`src/rtl/swing_detector.sv`:
```
// swing_detector: turns per-frame saber centroids into discrete swing events.
// A three-stage pipeline: stage 0 takes frame deltas, stage 1 classifies the
// motion (speed, direction, glitch), stage 2 runs the swing FSM.
// Ports:
//   clock, reset            system clock, synchronous active-high reset
//   frame_start, x_in, y_in new centroid strobe and coordinates
//   dx, dy                  signed deltas of the last evaluated frame
//   glitch                  last evaluated frame exceeded the jump limit
//   in_swing                FSM currently tracking a swing
//   swing                   one-cycle pulse when a swing completes
//   swing_dir, swing_speed  direction and peak speed of the last swing
module swing_detector #(
    parameter int unsigned SPEED_THRESH     = 24,
    parameter int unsigned MIN_SWING_FRAMES = 2,
    parameter int unsigned COOLDOWN_FRAMES  = 15,
    parameter int unsigned MAX_JUMP         = 256
) (
    input  logic        clock,
    input  logic        reset,
    input  logic        frame_start,
    input  logic [10:0] x_in,
    input  logic [10:0] y_in,
    output logic [11:0] dx,
    output logic [11:0] dy,
    output logic        glitch,
    output logic        in_swing,
    output logic        swing,
    output logic [1:0]  swing_dir,
    output logic [11:0] swing_speed
);

    localparam int unsigned XW      = 11;
    localparam int unsigned DW      = 12;
    localparam int unsigned RUN_W   = 4;
    localparam int unsigned RUN_MAX = 15;
    localparam int unsigned CD_W    = (COOLDOWN_FRAMES > 1) ? $clog2(COOLDOWN_FRAMES + 1) : 1;

    localparam logic [1:0] S_INIT     = 2'd0;
    localparam logic [1:0] S_IDLE     = 2'd1;
    localparam logic [1:0] S_SWING    = 2'd2;
    localparam logic [1:0] S_COOLDOWN = 2'd3;

    logic [XW-1:0]    x_prev, y_prev;
    logic             v1, v2;
    logic [DW-1:0]    spd1;
    logic [1:0]       dir1;
    logic             fast1;

    logic [1:0]       state, state_nxt;
    logic [RUN_W-1:0] run, run_nxt;
    logic [1:0]       cur_dir, cur_dir_nxt;
    logic [DW-1:0]    peak, peak_nxt;
    logic [CD_W-1:0]  cd, cd_nxt;
    logic             swing_nxt;
    logic [1:0]       swing_dir_nxt;
    logic [DW-1:0]    swing_speed_nxt;

    // Stage 1 classification of the registered deltas
    logic [XW-1:0] ax_c, ay_c;
    logic [DW-1:0] spd_c;
    logic          glitch_c, fast_c;
    logic [1:0]    dir_c;

    assign ax_c     = dx[DW-1] ? XW'(-dx) : dx[XW-1:0];
    assign ay_c     = dy[DW-1] ? XW'(-dy) : dy[XW-1:0];
    assign spd_c    = DW'(ax_c) + DW'(ay_c);
    assign glitch_c = (ax_c > XW'(MAX_JUMP)) || (ay_c > XW'(MAX_JUMP));
    assign fast_c   = (spd_c >= DW'(SPEED_THRESH)) && !glitch_c;
    // Ties between |dx| and |dy| resolve to the horizontal axis
    assign dir_c    = (ax_c >= ay_c) ? (dx[DW-1] ? 2'd1 : 2'd0)
                                     : (dy[DW-1] ? 2'd3 : 2'd2);

    assign in_swing = (state == S_SWING);

    // Stage 0 / stage 1 datapath registers
    always_ff @(posedge clock) begin
        if (reset) begin
            x_prev <= '0;
            y_prev <= '0;
            dx     <= '0;
            dy     <= '0;
            v1     <= 1'b0;
            v2     <= 1'b0;
            glitch <= 1'b0;
            spd1   <= '0;
            dir1   <= '0;
            fast1  <= 1'b0;
        end else begin
            v1 <= 1'b0;
            v2 <= v1;
            if (frame_start) begin
                x_prev <= x_in;
                y_prev <= y_in;
                if (state != S_INIT) begin
                    dx <= {1'b0, x_in} - {1'b0, x_prev};
                    dy <= {1'b0, y_in} - {1'b0, y_prev};
                    v1 <= 1'b1;
                end else begin
                    dx <= '0;
                    dy <= '0;
                end
            end
            if (v1) begin
                glitch <= glitch_c;
                spd1   <= spd_c;
                dir1   <= dir_c;
                fast1  <= fast_c;
            end
        end
    end

    // Stage 2 FSM state register
    always_ff @(posedge clock) begin
        if (reset) begin
            state       <= S_INIT;
            run         <= '0;
            cur_dir     <= '0;
            peak        <= '0;
            cd          <= '0;
            swing       <= 1'b0;
            swing_dir   <= '0;
            swing_speed <= '0;
        end else begin
            state       <= state_nxt;
            run         <= run_nxt;
            cur_dir     <= cur_dir_nxt;
            peak        <= peak_nxt;
            cd          <= cd_nxt;
            swing       <= swing_nxt;
            swing_dir   <= swing_dir_nxt;
            swing_speed <= swing_speed_nxt;
        end
    end

    // Stage 2 next-state logic; the first frame after reset only leaves INIT
    always_comb begin
        state_nxt       = state;
        run_nxt         = run;
        cur_dir_nxt     = cur_dir;
        peak_nxt        = peak;
        cd_nxt          = cd;
        swing_nxt       = 1'b0;
        swing_dir_nxt   = swing_dir;
        swing_speed_nxt = swing_speed;
        if (state == S_INIT) begin
            if (frame_start) begin
                state_nxt = S_IDLE;
            end
        end else if (v2) begin
            case (state)
                S_IDLE: begin
                    if (fast1) begin
                        state_nxt   = S_SWING;
                        run_nxt     = RUN_W'(1);
                        cur_dir_nxt = dir1;
                        peak_nxt    = spd1;
                    end
                end
                S_SWING: begin
                    if (fast1 && (dir1 == cur_dir)) begin
                        if (run != RUN_W'(RUN_MAX)) begin
                            run_nxt = run + RUN_W'(1);
                        end
                        if (spd1 > peak) begin
                            peak_nxt = spd1;
                        end
                    end else if (fast1) begin
                        run_nxt     = RUN_W'(1);
                        cur_dir_nxt = dir1;
                        peak_nxt    = spd1;
                    end else if (run >= RUN_W'(MIN_SWING_FRAMES)) begin
                        swing_nxt       = 1'b1;
                        swing_dir_nxt   = cur_dir;
                        swing_speed_nxt = peak;
                        cd_nxt          = CD_W'(COOLDOWN_FRAMES);
                        state_nxt       = (COOLDOWN_FRAMES != 0) ? S_COOLDOWN : S_IDLE;
                    end else begin
                        state_nxt = S_IDLE;
                    end
                end
                S_COOLDOWN: begin
                    // Motion is ignored; only the frame count matters here
                    cd_nxt = cd - CD_W'(1);
                    if (cd <= CD_W'(1)) begin
                        cd_nxt    = '0;
                        state_nxt = S_IDLE;
                    end
                end
                default: state_nxt = S_IDLE;
            endcase
        end
    end

endmodule

```
`config.mk`:
```
export PLATFORM = sky130hd
export DESIGN_NAME = swing_detector
export DESIGN_NICKNAME = d
export VERILOG_FILES = /design/src/rtl/swing_detector.sv
export SDC_FILE = /design/constraint.sdc
export NUM_CORES = 1
export LEC_CHECK = 0
export ABC_AREA = 0
export CAP_MARGIN = 20
export CORE_MARGIN = 2
export CORE_UTILIZATION = 45
export CTS_CLUSTER_SIZE = 20
export DETAILED_ROUTE_END_ITERATION = 10
export GPL_ROUTABILITY_DRIVEN = 0
export PLACE_DENSITY = 0.65
export SETUP_SLACK_MARGIN = 0.5
export SKIP_LAST_GASP = 1
export SLEW_MARGIN = 20
export SYNTH_ARGS = -nofsm -noshare
export SYNTH_HDL_FRONTEND = slang
export SYNTH_SLANG_ARGS = --single-unit
export TNS_END_PERCENT = 1
```
`constraint.sdc`:
```
create_clock -name clock -period 4.75 [get_ports clock]
set_clock_uncertainty 0.05 [all_clocks]
set_input_delay 1.425 -clock clock [delete_from_list [all_inputs] [get_ports clock]]
set_output_delay 1.425 -clock clock [all_outputs]
set_load 0.02 [all_outputs]
```
# Yosys cells after proc, flatten, opt, wreduce, memory -nomap -nowiden
# Cells that the tools add are included.
# op_classes
n_addsub	7
magnitude_cmp	7
eq_ne	15
n_mux	34
bitwise_logic	6
reduce_logical	17
# ops
cell	n
$mux 12	5
$mux 4	7
$pmux 12 s2	1
$sub 11x11->12	2
$gt 11x9->1 const B	2
$mux 11	2
$mux 2	11
$neg 11->11	2
$reduce_and 6->1	3
$pmux 4 s2	2
$add 11x11->12	1
$ge 12x5->1 const B	1
$gt 12x12->1	1
$reduce_and 4->1	3
$ge 11x11->1	1
$ne 3x2->1 const B	3
$ne 3x3->1 const B	3
$reduce_bool 2->1	4
$ne 2x2->1 const B	3
$not 1->1	6
$pmux 2 s3	1
$reduce_or 6->1	1
$add 4x1->4 const B	1
$eq 2x2->1 const B	2
14 further kinds	18
# word_totals
reg_bits	103

# Depth between registers and ports, before layout
# Gate-level depths: netlist of the first run.
# logic_depth
depth_word	7
ltp_mapped	16

# Worst setup path before layout of the first run
# OpenSTA, ideal clock, no wires.
# synth_path
path_type	input to register
start	input x_in[0]
end	register dx[10]
setup_time_ns	0.127
t_arrival_ns	3.417
t_required_ns	4.573
slack_ns	1.157
path_stages	14
n_path_buf	0
cell_sequence	inv_1 -> ha_1 -> inv_1 -> fa_1 -> a21o_1 -> a21oi_1 -> o21ai_0 -> a21oi_1 -> o21bai_1 -> a21oi_1 -> o21bai_1 -> a21oi_1 -> xor2_1 -> o21ai_0
# synth_via
elab_chain_cells	2
# synth_lines
item	line_no	source
start: declaration	21	input logic [10:0] x_in,
$sub 11x11->12	95	dx <= {1'b0, x_in} - {1'b0, x_prev};
$mux 12	94	if (state != S_INIT) begin
end signal: assignment	95	
end: declaration	23	output logic [11:0] dx,
# No other way between the ends.
# A chain may end at the register's enable or synchronous reset.

# Worst setup path in the final report of the first run
# Ends and elaborated chain as after synthesis.

==> results of run 1 <==
final timing paths:
check	depth (start not counted)	start	slack, ns	to
hold reg to reg	2	swing_dir[1]$_SDFFE_PP0P_	0.41	swing_dir[1]$_SDFFE_PP0P_
setup / recovery	15	x_in[0]	0.81	dx[10]$_SDFFE_PP0P_
setup reg to reg	15	dx[2]$_SDFFE_PP0P_	0.95	fast1$_SDFFE_PP0P_
hold / removal	2	swing_dir[1]$_SDFFE_PP0P_	0.41	swing_dir[1]$_SDFFE_PP0P_
worst reg2reg max path: stages (launching register included):
cell and delay [ns]:
dfxtp_1 0.41, or3_1 0.41, or2_1 0.26, o41ai_2 0.27
xor2_1 0.30, inv_1 0.13, ha_1 0.32, inv_1 0.10
nor2_1 0.08, a22o_1 0.19, a311oi_2 0.31, nand2b_1 0.10
a31oi_1 0.20, xnor2_1 0.12, nor4_2 0.32, a221oi_2 0.09
kinds of logic (layout without fill, tap and decap cells):
group                    Yosys count  in the layout
AND/OR/NAND/NOR                  230            230
AO/OA/AOI/OAI                    167            167
buffers and inverters            108            170
flip-flops                       103            103
adder cells (fa/ha/maj)           70             70
XOR/XNOR                          45             45
multiplexers                      41             41
power groups by stage:
stage / Clock, mW / Combinational (mW) / Sequential [mW]
final: 0.852 / 0.467 / 0.938
after global routing: 0.909 / 0.524 / 0.944
after CTS: 0.875 / 0.470 / 0.939
after detailed placement: 0 / 0.466 / 0.958
after global placement: 0 / 0.455 / 0.957
after floorplan: 0 / 0.337 / 0.958
layout by cell type, fill, tap and decap left out, drive strengths merged, types with 13 or more instances in the layout:
master,count
mux2i,41
ha,67
nand2,63
dfxtp,103
nor2,107
a21oi,47
a22oi,13
inv,83
xnor2,28
clkdlybuf4s50,64
xor2,17
nor3,14
o21ai,38
metrics by stage:
step	instances	hold slack [ns]	worst slack (ns)	util
detailed placement	990	0.3981	0.4491	0.5188
global route	1006	0.4207	0.5912	0.5439
floorplan	764	0.3946	1.157	-
finish	1006	0.4057	0.8109	0.5439
global placement	990	0.3925	0.5410	0.5188
CTS	1006	0.4076	0.8127	0.5439
cell type report:
type | count | area [sq um]
fillers | 1250 | 6331
multi-input cells | 553 | 3915
flip-flops and latches | 103 | 2062
repair buffers | 70 | 683.2
inverters | 84 | 316.6
clock buffers | 11 | 242.7
well taps | 180 | 225.2
clock inverters | 5 | 105.1
per-layer routing:
layer	global-route usage	wire [um]	vias up
met5	0	0	-
met4	0.06179	195	0
met3	0.04659	499	13
met2	0.3396	6757	86
met1	0.2200	6210	2388
li1	-	-	2706
==> metrics.md, run 1 <==
| Metric | Value |
|---|---|
| Top-count cell post-synth | nor2_1 |
| Post-CTS sizing | 0 |
| Setup tns final | 0 ns |
| Die ar. | 0.01519 sq mm |
| P_int | 1.636 mW |
| CTS Hold Buffers Added | 0 |
| CP Max Fanout | 2 |
| Sw Pwr | 0.6212 mW |
| Initial drt markers | 250 |
| Synth Area in Adders | 0.1404 |
| P&R area growth vs syn | 17.99% |
| Critical Path Most Common Cell | a21oi_1 |
| Status | finished, final reports clean |
| DRC Markers | 0 |
| Post-CTS setup buffers | 0 |
| Ys flop type | dfxtp_1 |
| Switch share | 0.2752 |
| XOR/XNOR share of the synthesized area | 0.06629 |
| Final Net Count | 916 |
| Largest family of logic cells by synthesized area | compound AO/OA/AOI/OAI gates |
| Design area | 0.007550 sq mm |
| WP buf/inv | 3 |
| Vias per inst | 5.162 |
| Die Ht | 123.2 um |
| Gr usage total | 0.1894 |
| Final antenna-violating net count | 0 |
| VDD IR max | ~310 uV |
| Layout cells sized above 1 | 0.05811 |
| Hold Fails Final Rpt | 0 |
| Largest area contributor in the netlist | dfxtp_1 |
| Avg Inst Size Synth | 8.375 sq um |
| FF+latch count, synth | 103 |
| Final setup fails | 0 |
| CORE AREA | 0.01388 sq mm |
| Post-route clock period utilization | 0.8293 |
| Clock Path Buffers | 2 |
| Synth Area in Compound Gates | 0.1801 |
| Crit Path Category | in2reg |
| Yosys cell types | 70 |
| Gr ovfl total | 0 |
| Seq/Total Area, Yosys | 0.3223 |
| Post-layout min period | 3.939 ns |
| Initial antenna violation count | 0 |
| Power density cells | 299.0 mW/mm^2 |
| Drt wl/cell | 13.58 um |
| Syn_nets | 859 |
| Die X | 123.2 um |
| CP max stage delay | 0.42 ns |
| First-pass GRT wire length | 23020 um |
| Mapped Cells | 764 |
| Root Buffer | clkbuf_16 |
| Hold Crit Class | reg2reg |
| Post-synth top area share | 0.3223 |
| Ys async rst share | 0 |
| RSZ-0062 raised after global routing | no |
| LEAKAGE | about 3.2 nW |
| Fmax | 253.9 MHz |
| Via count | 5193 |
| Vias in the first global route | between 5000 and 6000 |
| Placed instance area | 0.007202 sq mm |
| Number of synthesized flops with an enable pin | 0 |
| Logic pwr share | 0.207 |
| Mapped cell area | 0.006399 sq mm |
| CP max-delay cell | clkdlybuf4s50_1 |
| Total Power | between 2 and 2.5 mW |
| Worst-path cell chain | clkdlybuf4s50_1 > inv_1 > ha_1 > inv_1 > fa_1 > a21o_1 > a21oi_1 > o21ai_0 > a21oi_1 > o21bai_1 > a21oi_1 > o21bai_1 > a21oi_1 > xor2_1 > o21ai_0 |
| Kind of cell adding the most delay to the critical path | compound AO/OA/AOI/OAI gates |
| Cts bufs inserted | 9 |
| Largest net degree at the start of global routing | 48 |
| Clock transition at path regs | around 0.07 ns |
| Worst slew margin | 0.3531 |
| H-tree depth | 3 |
| Worst setup SP type | input pin |
| Ports | 66 |
| Critical Path RT | ~4.9 ns |
| Clock network power share | 0.377 |
| Clk sink count | 103 |
| CTS tree | built |
| Clock Latency Late Sink | 0.35 ns |
| HPWL after DPL | 10660 um |
| Max_cap viols | 0 |
| Flop pwr share | 0.416 |
| Diode count | 0 |
| Crit. End Element | register |
| Post-synth top cells | nor2_1 (106), dfxtp_1 (103), inv_1 (82) |
| First-pass iteration count of the detailed router | 4 |
| Top post-synthesis cells by area | dfxtp_1 (32%), ha_1 (13%), mux2i_1 (6.4%) |
| Initial Utilization | 0.4610 |
| Worst-margin pin slew | 0.9691 ns |
| Final Max Tran Viols | 0 |
| Routed WL | between 10000 and 15000 um |
| Port Buffers | 65 |
| Synth Warn # | 0 |
| Mux share of post-synthesis cell area | 0.06414 |
| Rows | 43 |
| Simple-gate share of the synthesized area | 0.1609 |
| Worst Path Arrival | 4.11 ns |
Power figures use the tool's default switching activity.
==> run 2: changes to the inputs <==
--- a/config.mk
+++ b/config.mk
@@ -12,7 +12,7 @@
 export CTS_CLUSTER_SIZE = 20
 export DETAILED_ROUTE_END_ITERATION = 10
 export GPL_ROUTABILITY_DRIVEN = 0
-export PLACE_DENSITY = 0.65
+export PLACE_DENSITY = 0.67
 export SETUP_SLACK_MARGIN = 0.5
 export SKIP_LAST_GASP = 1
 export SLEW_MARGIN = 20
==> constraint.sdc (replaced) <==
create_clock -name clock -period 3.5 [get_ports clock]
set_clock_uncertainty 0.05 [all_clocks]
set_input_delay 1.05 -clock clock [delete_from_list [all_inputs] [get_ports clock]]
set_output_delay 1.05 -clock clock [all_outputs]
set_load 0.02 [all_outputs]
==> run 2 against run 1 <==
Effect of this change: sequential power up 34%; global-route usage grew 0.61 points; critical path depth stayed put; non-clock buffer count increased by 28.
==> metrics.md, run 2 (same netlist as run 1, synthesis figures left out) <==
| Metric | Value |
|---|---|
| Status | finished, final reports clean |
| R2r endpoint | fast1$_SDFFE_PP0P_ |
| Crit. End Element | register |
| Max_cap viols | 0 |
| Cts bufs inserted | 9 |
| Vias per inst | about 5.2 |
| Power density cells | 396.8 mW/mm^2 |
| CORE AREA | 0.01388 sq mm |
| Initial antenna violation count | 0 |
| Die Ht | 123.2 um |
| Worst slew margin | 0.4198 |
| Final antenna-violating net count | 0 |
| Die X | around 120 um |
| Fin worst setup slack | 0.06882 ns |
| Post-layout min period | 3.431 ns |
| Vias in the first global route | between 5000 and 6000 |
| Clock transition at path regs | 0.07 ns |
| Routed WL | 14050 um |
| Setup tns final | 0 ns |
| CTS tree | built |
| Final setup fails | 0 |
| Critical path startpoint | dx[3]$_SDFFE_PP0P_ |
| Diode count | 0 |
| Rows | 43 |
| Crit Path Category | reg2reg |
| Clock Path Buffers | 2 |
| Die ar. | ~0.015 sq mm |
| Final Max Tran Viols | 0 |
| Most frequent cells in the layout | nor2_1 (105), dfxtp_1 (98), inv_1 (80), ha_1 (66), clkdlybuf4s50_1 (64) |
| Worst setup SP type | register |
| VDD IR max | 332.2 uV |
| Hold Fails Final Rpt | 0 |
| Worst reg2reg path depth | 15 |
| H-tree depth | 3 |
| Design area | 0.007828 sq mm |
| Worst-margin pin slew | about 0.87 ns |
| Layout cells sized above 1 | 0.1090 |
| Largest net degree at the start of global routing | 74 |
| Clk sink count | 103 |
| Clock Latency Late Sink | 0.35 ns |
| Final Net Count | roughly 940 |
| Placed instance area | 0.007386 sq mm |
| Flop2flop setup slack | 0.07 ns |
| Fill count | 1243 |
| Commonest non-fill, non-tap cell in the layout | nor2_1 |
| Origin of the critical flop-to-flop path | dx[3]$_SDFFE_PP0P_ |
| Critical Path RT | 3.65 ns |
| Port Buffers | 65 |
| Gr usage total | 0.1955 |
| Initial drt markers | 224 |
| CTS Hold Buffers Added | 0 |
| First-pass iteration count of the detailed router | 4 |
| HPWL after DPL | 10780 um |
| First-pass GRT wire length | 23630 um |
| Gr ovfl total | 0 |
| RSZ-0062 raised after global routing | yes |
| Fmax | 291.4 MHz |
| Drt wl/cell | roughly 14 um |
| Post-route clock period utilization | 0.9803 |
| Via count | about 5300 |
| DRC Markers | 0 |
| Worst Path Arrival | 3.58 ns |
| Crit path to | fast1$_SDFFE_PP0P_ |
| Root Buffer | clkbuf_16 |
| LEAKAGE | 3.365 nW |
| Hold Crit Class | reg2reg |
| Ports | 66 |
| Total Power | 3.106 mW |
| Initial Utilization | 0.4610 |
| Pre-CTS setup slack | -0.3291 ns |
| CP Max Fanout | 5 |
| P&R area growth vs syn | 22.33% |
==> run 2: changes by cell type in the layout (fill, tap and decap cells not counted), moves of 3 or more <==
| cell | change |
|---|---|
| a21oi_1 | -3 |
| a21oi_2 | +3 |
| buf_4 | +28 |
| dfxtp_1 | -5 |
| dfxtp_2 | +3 |
| o21ai_0 | -4 |
| o21ai_1 | +4 |
==> run 2: per-layer routing <==
metal	track usage	part of all wire
met5	0	0
met4	0.06108	0.021
met3	0.05028	0.034
met2	0.3479	0.50
met1	0.2291	0.45
==> run 2: critical path, stage by stage (launching register included) <==
cell	delay, ns
dfxtp_4	0.37
or3_4	0.39
or2_4	0.26
o41ai_4	0.30
xor2_1	0.27
inv_2	0.09
ha_4	0.25
inv_2	0.07
nor2_2	0.05
a22o_1	0.21
a311oi_2	0.28
nand2b_1	0.15
a31oi_4	0.18
xnor2_2	0.10
nor4_2	0.17
a221oi_2	0.09
==> run 2: power by group <==
group	internal, mW	total [mW]	switching (mW)
clock	0.680	1.11	0.431
sequential	1.22	1.26	0.0459
combinational	0.347	0.732	0.385
==> run 2: how the worst min path moves through the flow <==
stage                                             from                      endpoint  cells after the start
after floorplan                               register  swing_speed[10]$_SDFFE_PP0P_                      2
after global placement    swing_speed[10]$_SDFFE_PP0P_  swing_speed[10]$_SDFFE_PP0P_                      2
after detailed placement  swing_speed[10]$_SDFFE_PP0P_  swing_speed[10]$_SDFFE_PP0P_                      2
after CTS                 swing_speed[10]$_SDFFE_PP0P_  swing_speed[10]$_SDFFE_PP0P_                      2
after global routing       swing_speed[7]$_SDFFE_PP0P_   swing_speed[7]$_SDFFE_PP0P_                      2
final                     swing_speed[10]$_SDFFE_PP0P_  swing_speed[10]$_SDFFE_PP0P_                      2
==> run 2: repair_timing <==
item | CTS | global route
setup endpoints to repair | 19 | 23
endpoints found under the hold margin | 0 | 0
resized for setup | 5 | 9
setup buffers | 2 | 5
pin swaps | 4 | 10
==> run 2: area by class of cell <==
cell class / count / area, sq um / area share
repair buffers: 98 / 893.4 / 0.1141
clock inverters: 3 / 65.06 / 0.008312
clock buffers: 12 / 266.5 / 0.03405
well taps: 180 / 225.2 / 0.02877
multi-input cells: 553 / 3988 / 0.5094
inverters: 84 / 316.6 / 0.04044
flip-flops and latches: 103 / 2073 / 0.2649
==> run 2: metrics by stage <==
stage / std cells / hold WS, ns / utilization
floorplan: 764 / 0.3946 / -
global placement: 1011 / 0.3925 / 0.5321
detailed placement: 1011 / 0.4009 / 0.5321
CTS: 1028 / 0.4102 / 0.5590
global route: 1033 / 0.4268 / 0.5639
finish: 1033 / 0.4045 / 0.5639
